[src/rtl/config_loader.sv]
`timescale 1ns / 1ps
// Serial configuration writer: fetches NUM_WORDS words from a registered ROM and
// shifts them LSB-first onto the config chain, then pulses cfg_latch to commit.
module config_loader #(
    parameter int WORD_W    = 32,
    parameter int NUM_WORDS = 5,
    parameter int ADDR_W    = 3
) (
    input  logic              clock,
    input  logic              reset,
    input  logic              start,
    output logic [ADDR_W-1:0] rom_addr,
    input  logic [WORD_W-1:0] rom_data,
    output logic              cfg_data,
    output logic              cfg_shift_en,
    output logic              cfg_latch,
    output logic              busy,
    output logic              done,
    output logic [ADDR_W-1:0] word_idx
);

    localparam int CNT_W = (WORD_W > 1) ? $clog2(WORD_W) : 1;
    localparam logic [CNT_W-1:0]  LAST_BIT  = CNT_W'(WORD_W - 1);
    localparam logic [ADDR_W-1:0] LAST_WORD = ADDR_W'(NUM_WORDS - 1);

    typedef enum logic [2:0] {
        S_IDLE,
        S_FETCH,
        S_LOAD,
        S_SHIFT,
        S_LATCH,
        S_DONE
    } state_t;

    state_t            r_state;
    state_t            w_next;

    logic [WORD_W-1:0] r_shift;
    logic [CNT_W-1:0]  r_bit_cnt;
    logic [ADDR_W-1:0] r_rom_addr;
    logic [ADDR_W-1:0] r_word_idx;

    logic              r_shift_en;
    logic              r_latch;
    logic              r_busy;
    logic              r_done;

    logic              w_last_bit;
    logic              w_last_word;

    assign w_last_bit  = (r_bit_cnt == LAST_BIT);
    assign w_last_word = (r_word_idx == LAST_WORD);

    always_ff @(posedge clock) begin
        if (reset) begin
            r_state <= S_IDLE;
        end else begin
            r_state <= w_next;
        end
    end

    always_comb begin
        w_next = r_state;
        case (r_state)
            S_IDLE:  if (start) w_next = S_FETCH;
            S_FETCH: w_next = S_LOAD;
            S_LOAD:  w_next = S_SHIFT;
            S_SHIFT: begin
                if (w_last_bit) begin
                    w_next = w_last_word ? S_LATCH : S_FETCH;
                end
            end
            S_LATCH: w_next = S_DONE;
            S_DONE:  w_next = S_IDLE;
            default: w_next = S_IDLE;
        endcase
    end

    // Address, word index, shift register and bit counter advance with the state.
    always_ff @(posedge clock) begin
        if (reset) begin
            r_rom_addr <= '0;
            r_word_idx <= '0;
            r_shift    <= '0;
            r_bit_cnt  <= '0;
        end else begin
            case (r_state)
                S_IDLE: begin
                    if (start) begin
                        r_rom_addr <= '0;
                        r_word_idx <= '0;
                    end
                end
                S_LOAD: begin
                    r_shift   <= rom_data;
                    r_bit_cnt <= '0;
                end
                S_SHIFT: begin
                    r_shift   <= r_shift >> 1;
                    r_bit_cnt <= r_bit_cnt + CNT_W'(1);
                    if (w_last_bit && !w_last_word) begin
                        r_word_idx <= r_word_idx + ADDR_W'(1);
                        r_rom_addr <= r_rom_addr + ADDR_W'(1);
                    end
                end
                default: ;
            endcase
        end
    end

    // Status outputs are decoded from the next state and registered, so they are
    // flop outputs that track the current state without combinational glitches.
    always_ff @(posedge clock) begin
        if (reset) begin
            r_shift_en <= 1'b0;
            r_latch    <= 1'b0;
            r_busy     <= 1'b0;
            r_done     <= 1'b0;
        end else begin
            r_shift_en <= (w_next == S_SHIFT);
            r_latch    <= (w_next == S_LATCH);
            r_busy     <= (w_next != S_IDLE);
            r_done     <= (w_next == S_DONE);
        end
    end

    // The shift register drains to zero, so bit 0 is low outside SHIFT.
    assign cfg_data     = r_shift[0];
    assign cfg_shift_en = r_shift_en;
    assign cfg_latch    = r_latch;
    assign busy         = r_busy;
    assign done         = r_done;
    assign rom_addr     = r_rom_addr;
    assign word_idx     = r_word_idx;

endmodule
[config.mk]
export PLATFORM = sky130hd
export DESIGN_NAME = config_loader
export DESIGN_NICKNAME = d
export VERILOG_FILES = /design/src/rtl/config_loader.sv
export SDC_FILE = /design/constraint.sdc
export NUM_CORES = 1
export LEC_CHECK = 0
export CAP_MARGIN = 30
export CORE_MARGIN = 3
export CORE_UTILIZATION = 51
export CTS_CLUSTER_SIZE = 14
export DETAILED_ROUTE_END_ITERATION = 16
export GPL_TIMING_DRIVEN = 0
export HOLD_SLACK_MARGIN = 0.06
export PLACE_DENSITY = 0.86
export SLEW_MARGIN = 25
export SYNTH_ARGS = -nofsm -noshare
export SYNTH_HDL_FRONTEND = slang
export SYNTH_SLANG_ARGS = --single-unit
export TNS_END_PERCENT = 20
[constraint.sdc]
create_clock -name clock -period 2.17 [get_ports clock]
set_input_delay 0.434 -clock clock [delete_from_list [all_inputs] [get_ports clock]]
set_output_delay 0.434 -clock clock [all_outputs]
set_load 0.01 [all_outputs]
======== Yosys cells after proc, flatten, opt, wreduce, memory -nomap -nowiden ========
Index checks and enable logic that the tools add are counted.
cells by class
  equal/unequal tests ..................... 11
  muxes and demuxes ....................... 11
  reductions and logical operators ........ 7
  $add $sub $neg .......................... 3
operators by type and width
  cell                 count
  $pmux 32 s2          1
  $mux 3               6
  $pmux 3 s5           1
  $eq 3x3->1 const B   4
  $pmux 3 s2           2
  $pmux 5 s2           1
  $eq 3x2->1 const B   3
  $add 3x1->3 const B  2
  $add 5x1->5 const B  1
  $eq 5x5->1 const B   1
  $ne 2x2->1 const B   2
  $reduce_bool 2->1    2
  $eq 3x1->1 const B   1
  $logic_not 3->1      1
  $reduce_and 3->1     1
  $reduce_bool 3->1    1
  $logic_and 1x1->1    1
  $logic_not 1->1      1
word-level totals
  word-level logic and storage cells ...... 41
  input bits .............................. 35
  output and inout port bits .............. 11
  bits in registers ....................... 50

======== Logic depth before layout (Yosys ltp) ========
  depth in word-level cells ............... 5
  depth in mapped cells ................... 7
  gate-level depth less buffers ........... 6

======== Least setup slack after synthesis ========
OpenSTA, ideal clock, no wires.
  path type ............................... register to register
  start point ............................. register r_bit_cnt[0]
  end point ............................... register r_rom_addr[0] (netlist: rom_addr[0])
  data required time ...................... 2.083 ns
  library setup time ...................... 0.087 ns
  arrival ................................. 1.485 ns
  buffers on the path ..................... 1
  stages on the path, launching flop included .. 8
  setup slack ............................. 0.598 ns
  period minus slack after synthesis ...... 1.572 ns
  cells stage by stage .................... dfxtp_1 -> ha_1 -> and3_1 -> ha_1 -> and4b_1 -> buf_6 -> and2_4 -> o31ai_1
between the ends
  cells in the longest elaborated chain, start to end .. 4
RTL lines
  what                        RTL line  source
  start: declaration          39        logic [CNT_W-1:0] r_bit_cnt;
  start signal: assignment    100       r_bit_cnt <= r_bit_cnt + CNT_W'(1);
  $eq 5x5->1                  51        assign w_last_bit = (r_bit_cnt == LAST_BIT);
  $logic_and 1x1->1           101       if (w_last_bit && !w_last_word) begin
  $ne 2x2->1 (no line)        n/a
  $reduce_and 3->1 (no line)  n/a
  end signal: assignment      103       r_rom_addr <= r_rom_addr + ADDR_W'(1);
  end: declaration            40        logic [ADDR_W-1:0] r_rom_addr;
Every way passes these cells.
A chain may end at the register's enable or synchronous reset.

======== Worst setup path after layout ========
  start point ............................. register r_bit_cnt[0]
  end point ............................... register r_rom_addr[1] (netlist: rom_addr[1])
The elaborated chain is that of the path after synthesis.

==> impl_metrics.json <==
{
  "timing.setup.tns_ps": 0,
  "grt_pass1_vias": 1750,
  "min_period_over_period_pct": 77.9,
  "ys_seq_area_share_pct": 44.0,
  "fmax_mhz": 591,
  "cts_tree": "built",
  "rsz0062_at_grt": "no",
  "hold_viol_final": 0,
  "dieArea_mm2": 0.00529,
  "design_area_mm2": 0.00288,
  "slew_headroom_pct": 69.9,
  "syn_nets": 274,
  "clock_sinks": 50,
  "rr_worst_depth": 7,
  "port_buffers": 45,
  "dp_hpwl_um": 3370,
  "root_buffer": "clkbuf_8",
  "avgSynthCellArea_um2": 9.72,
  "drc": 0,
  "place_area_mm2": 0.00279,
  "min_path_type": "reg2reg",
  "crit_required_ps": 2390,
  "slowest_stage": "dfxtp_1",
  "insertion_delay_ps": 310,
  "start_util_pct": 54.9,
  "finalSetupViolCount": 0,
  "synth_seq_cells": 50,
  "cts_made_buffers": 5,
  "dr.pass1.iters": 4,
  "postCtsResizedCells": 0,
  "vias_per_cell": 5.47,
  "path_buf_inv": 1,
  "clockBufferDepth": 2,
  "r2r-end": "rom_addr[1]$_SDFFE_PP0P_",
  "die-height_um": 72.8,
  "grt_max_degree": 15,
  "dr_total_vias": 1844,
  "crit_fanout": 9,
  "area_delta_synth_final_pct": 26.6,
  "period_needed_ps": 1690,
  "final_cell_mix": "dfxtp_1 (50), clkdlybuf4s50_1 (45), nor2_1 (36)",
  "outcome": "finished clean",
  "fin_skew_ps": 11.3,
  "row_count": 23,
  "diodes": 0,
  "power_density_mw_per_mm2": 678,
  "io_pins": 46,
  "max-vdd-ir-drop_v": 0.000473,
  "whs_path_depth": 2,
  "min-delay-start": "r_bit_cnt[4]$_SDFFE_PP0P_",
  "cts_hold_buf": 0,
  "grt_use_total_pct": 18.5,
  "cap_viol_max_count": 0,
  "ctsHtreeMaxLevel": 2,
  "die_w_um": 72.8,
  "crit_path_cell_trace": "ha_1 > and3_1 > ha_1 > and4b_1 > buf_6 > and2_4 > o31ai_1",
  "critPathTopFamily": "simple AND/OR/NAND/NOR gates",
  "yosys_warnings": 0,
  "layout_commonest_cell": "dfxtp_1",
  "end_kind": "register",
  "slowest_delay_ps": 340,
  "gp_congestion": 0.756,
  "wl_per_cell_um": 13.8,
  "nNetsFinal": 326,
  "grt_overflow": 0,
  "synth_area_leader_cell": "dfxtp_1",
  "netlist_instances": 234,
  "synthesis.area_mm2": 0.00227,
  "crit_arrival_ps": 1920,
  "clk_pin_slew_ps": 90,
  "ant_nets": 0,
  "synth.distinct_cells": 37,
  "drt_wl_total_um": 4660,
  "nFillCells": 339,
  "core_mm2": 0.00414,
  "crit_type": "reg2reg",
  "netlist.area_leader.share_pct": 44.0,
  "drt-initial-drc-count": 129,
  "antenna_found_initial": 0,
  "p_leak_nw": 1.09,
  "cp_common_cell": "ha_1",
  "whs_endpoint": "r_bit_cnt[4]$_SDFFE_PP0P_",
  "drv_slew": 0,
  "timing.rr.start": "r_bit_cnt[0]$_SDFFE_PP0P_",
  "post_cts_buffers": 0,
  "drive_above_1_share_pct": 10.1,
  "tightest_slew_ps": 452,
  "startpoint_type": "register",
  "r2r_slack_ps": 480,
  "grt_pass1_wl_um": 7790,
  "synth.top_cells.by_area": "dfxtp_1 (44%), mux2i_1 (14%), a211oi_1 (11%)"
}
## final cells by class
cell class	instances	area (µm²)	share of cell area [%]
inverters	5	18.8	0.652
plain buffers	20	126	4.39
clock inverters	1	5.00	0.174
flip-flops and latches	50	1000	34.8
well taps	50	62.6	2.17
multi-input cells	159	1130	39.2
clock buffers	7	86.3	3.00
repair buffers	45	450	15.7
## sequential cells by signal (all words and copies together) (netlist names)
| signal | count |
|---|---|
| cfg_latch | 1 |
| r_bit_cnt | 5 |
| busy | 1 |
| cfg_shift_en | 1 |
| r_shift | 32 |
| rom_addr | 3 |
| word_idx | 3 |
| r_state | 3 |
| done | 1 |
## per-layer routing
metal | global-route usage, % | part of all wire (%)
met1 | 24.8 | 50
met2 | 29.6 | 45
met4 | 6.76 | 1.5
met3 | 3.44 | 3.7
met5 | 0 | 0
## where the power goes
part | switching, mW | internal (mW)
sequential | 0.0332 | 0.984
clock | 0.303 | 0.258
combinational | 0.182 | 0.191
## stage by stage
step | total power, mW | util (%) | hold slack (ps) | instances | setup WS (ps)
final | 1.95 | 69.4 | 467 | 337 | 479
after global routing | 2.03 | 69.4 | 498 | 337 | 381
after CTS | 1.95 | 69.4 | 469 | 337 | 471
after detailed placement | 1.41 | 67.2 | 457 | 329 | 216
after global placement | 1.40 | 67.2 | 445 | 329 | 245
after floorplan | 1.28 | - | 432 | 234 | 598
## logic make-up after synthesis
logic type      Yosys count  share of synthesized area, %
compound gates           48                          14.7
mux                      33                          14.6
fa+ha+maj                 5                          2.75
flops                    50                          44.0
buf+inv                  25                          6.38
simple gates             73                          17.5
## worst max-delay path by stage
stage / slack (ps) / cells after the start / startpoint / endpoint
2_1_floorplan: 600 / 7 / r_bit_cnt[0]$_SDFFE_PP0P_ / rom_addr[0]$_SDFFE_PP0P_
6_report: 480 / 7 / r_bit_cnt[0]$_SDFFE_PP0P_ / rom_addr[1]$_SDFFE_PP0P_
3_5_place_dp: 220 / 4 / reset / r_shift[3]$_SDFFE_PP0P_
3_3_place_gp: 240 / 4 / reset / r_shift[16]$_SDFFE_PP0P_
4_1_cts: 470 / 7 / r_bit_cnt[0]$_SDFFE_PP0P_ / word_idx[1]$_SDFFE_PP0P_
5_1_grt: 380 / 7 / r_bit_cnt[0]$_SDFFE_PP0P_ / rom_addr[1]$_SDFFE_PP0P_
## tightest hold or removal path, stage by stage, from the launching register on
cell and delay, ps:
dfxtp_1 320, nand2_1 60, a21oi_1 50
## cells in the mapped netlist, drive strengths merged
master and count:
nor2 36, a21oi 7, nand2b 2, a31oi 1
a2111oi 1, nor4 1, o31ai 4, a211oi 32
nand3 6, nor2b 2, and2 2, nand2 8
or3 1, inv 5, nor4b 1, mux2i 32
and4b 2, and4bb 1, nand4 4, o21ai 3
nor3 1, dfxtp 50, mux2 1, ha 5
or4b 1, and3 1, clkbuf 6, buf 14
or3b 1, nand3b 3
Note: power is estimated with default switching activity, not from simulation.
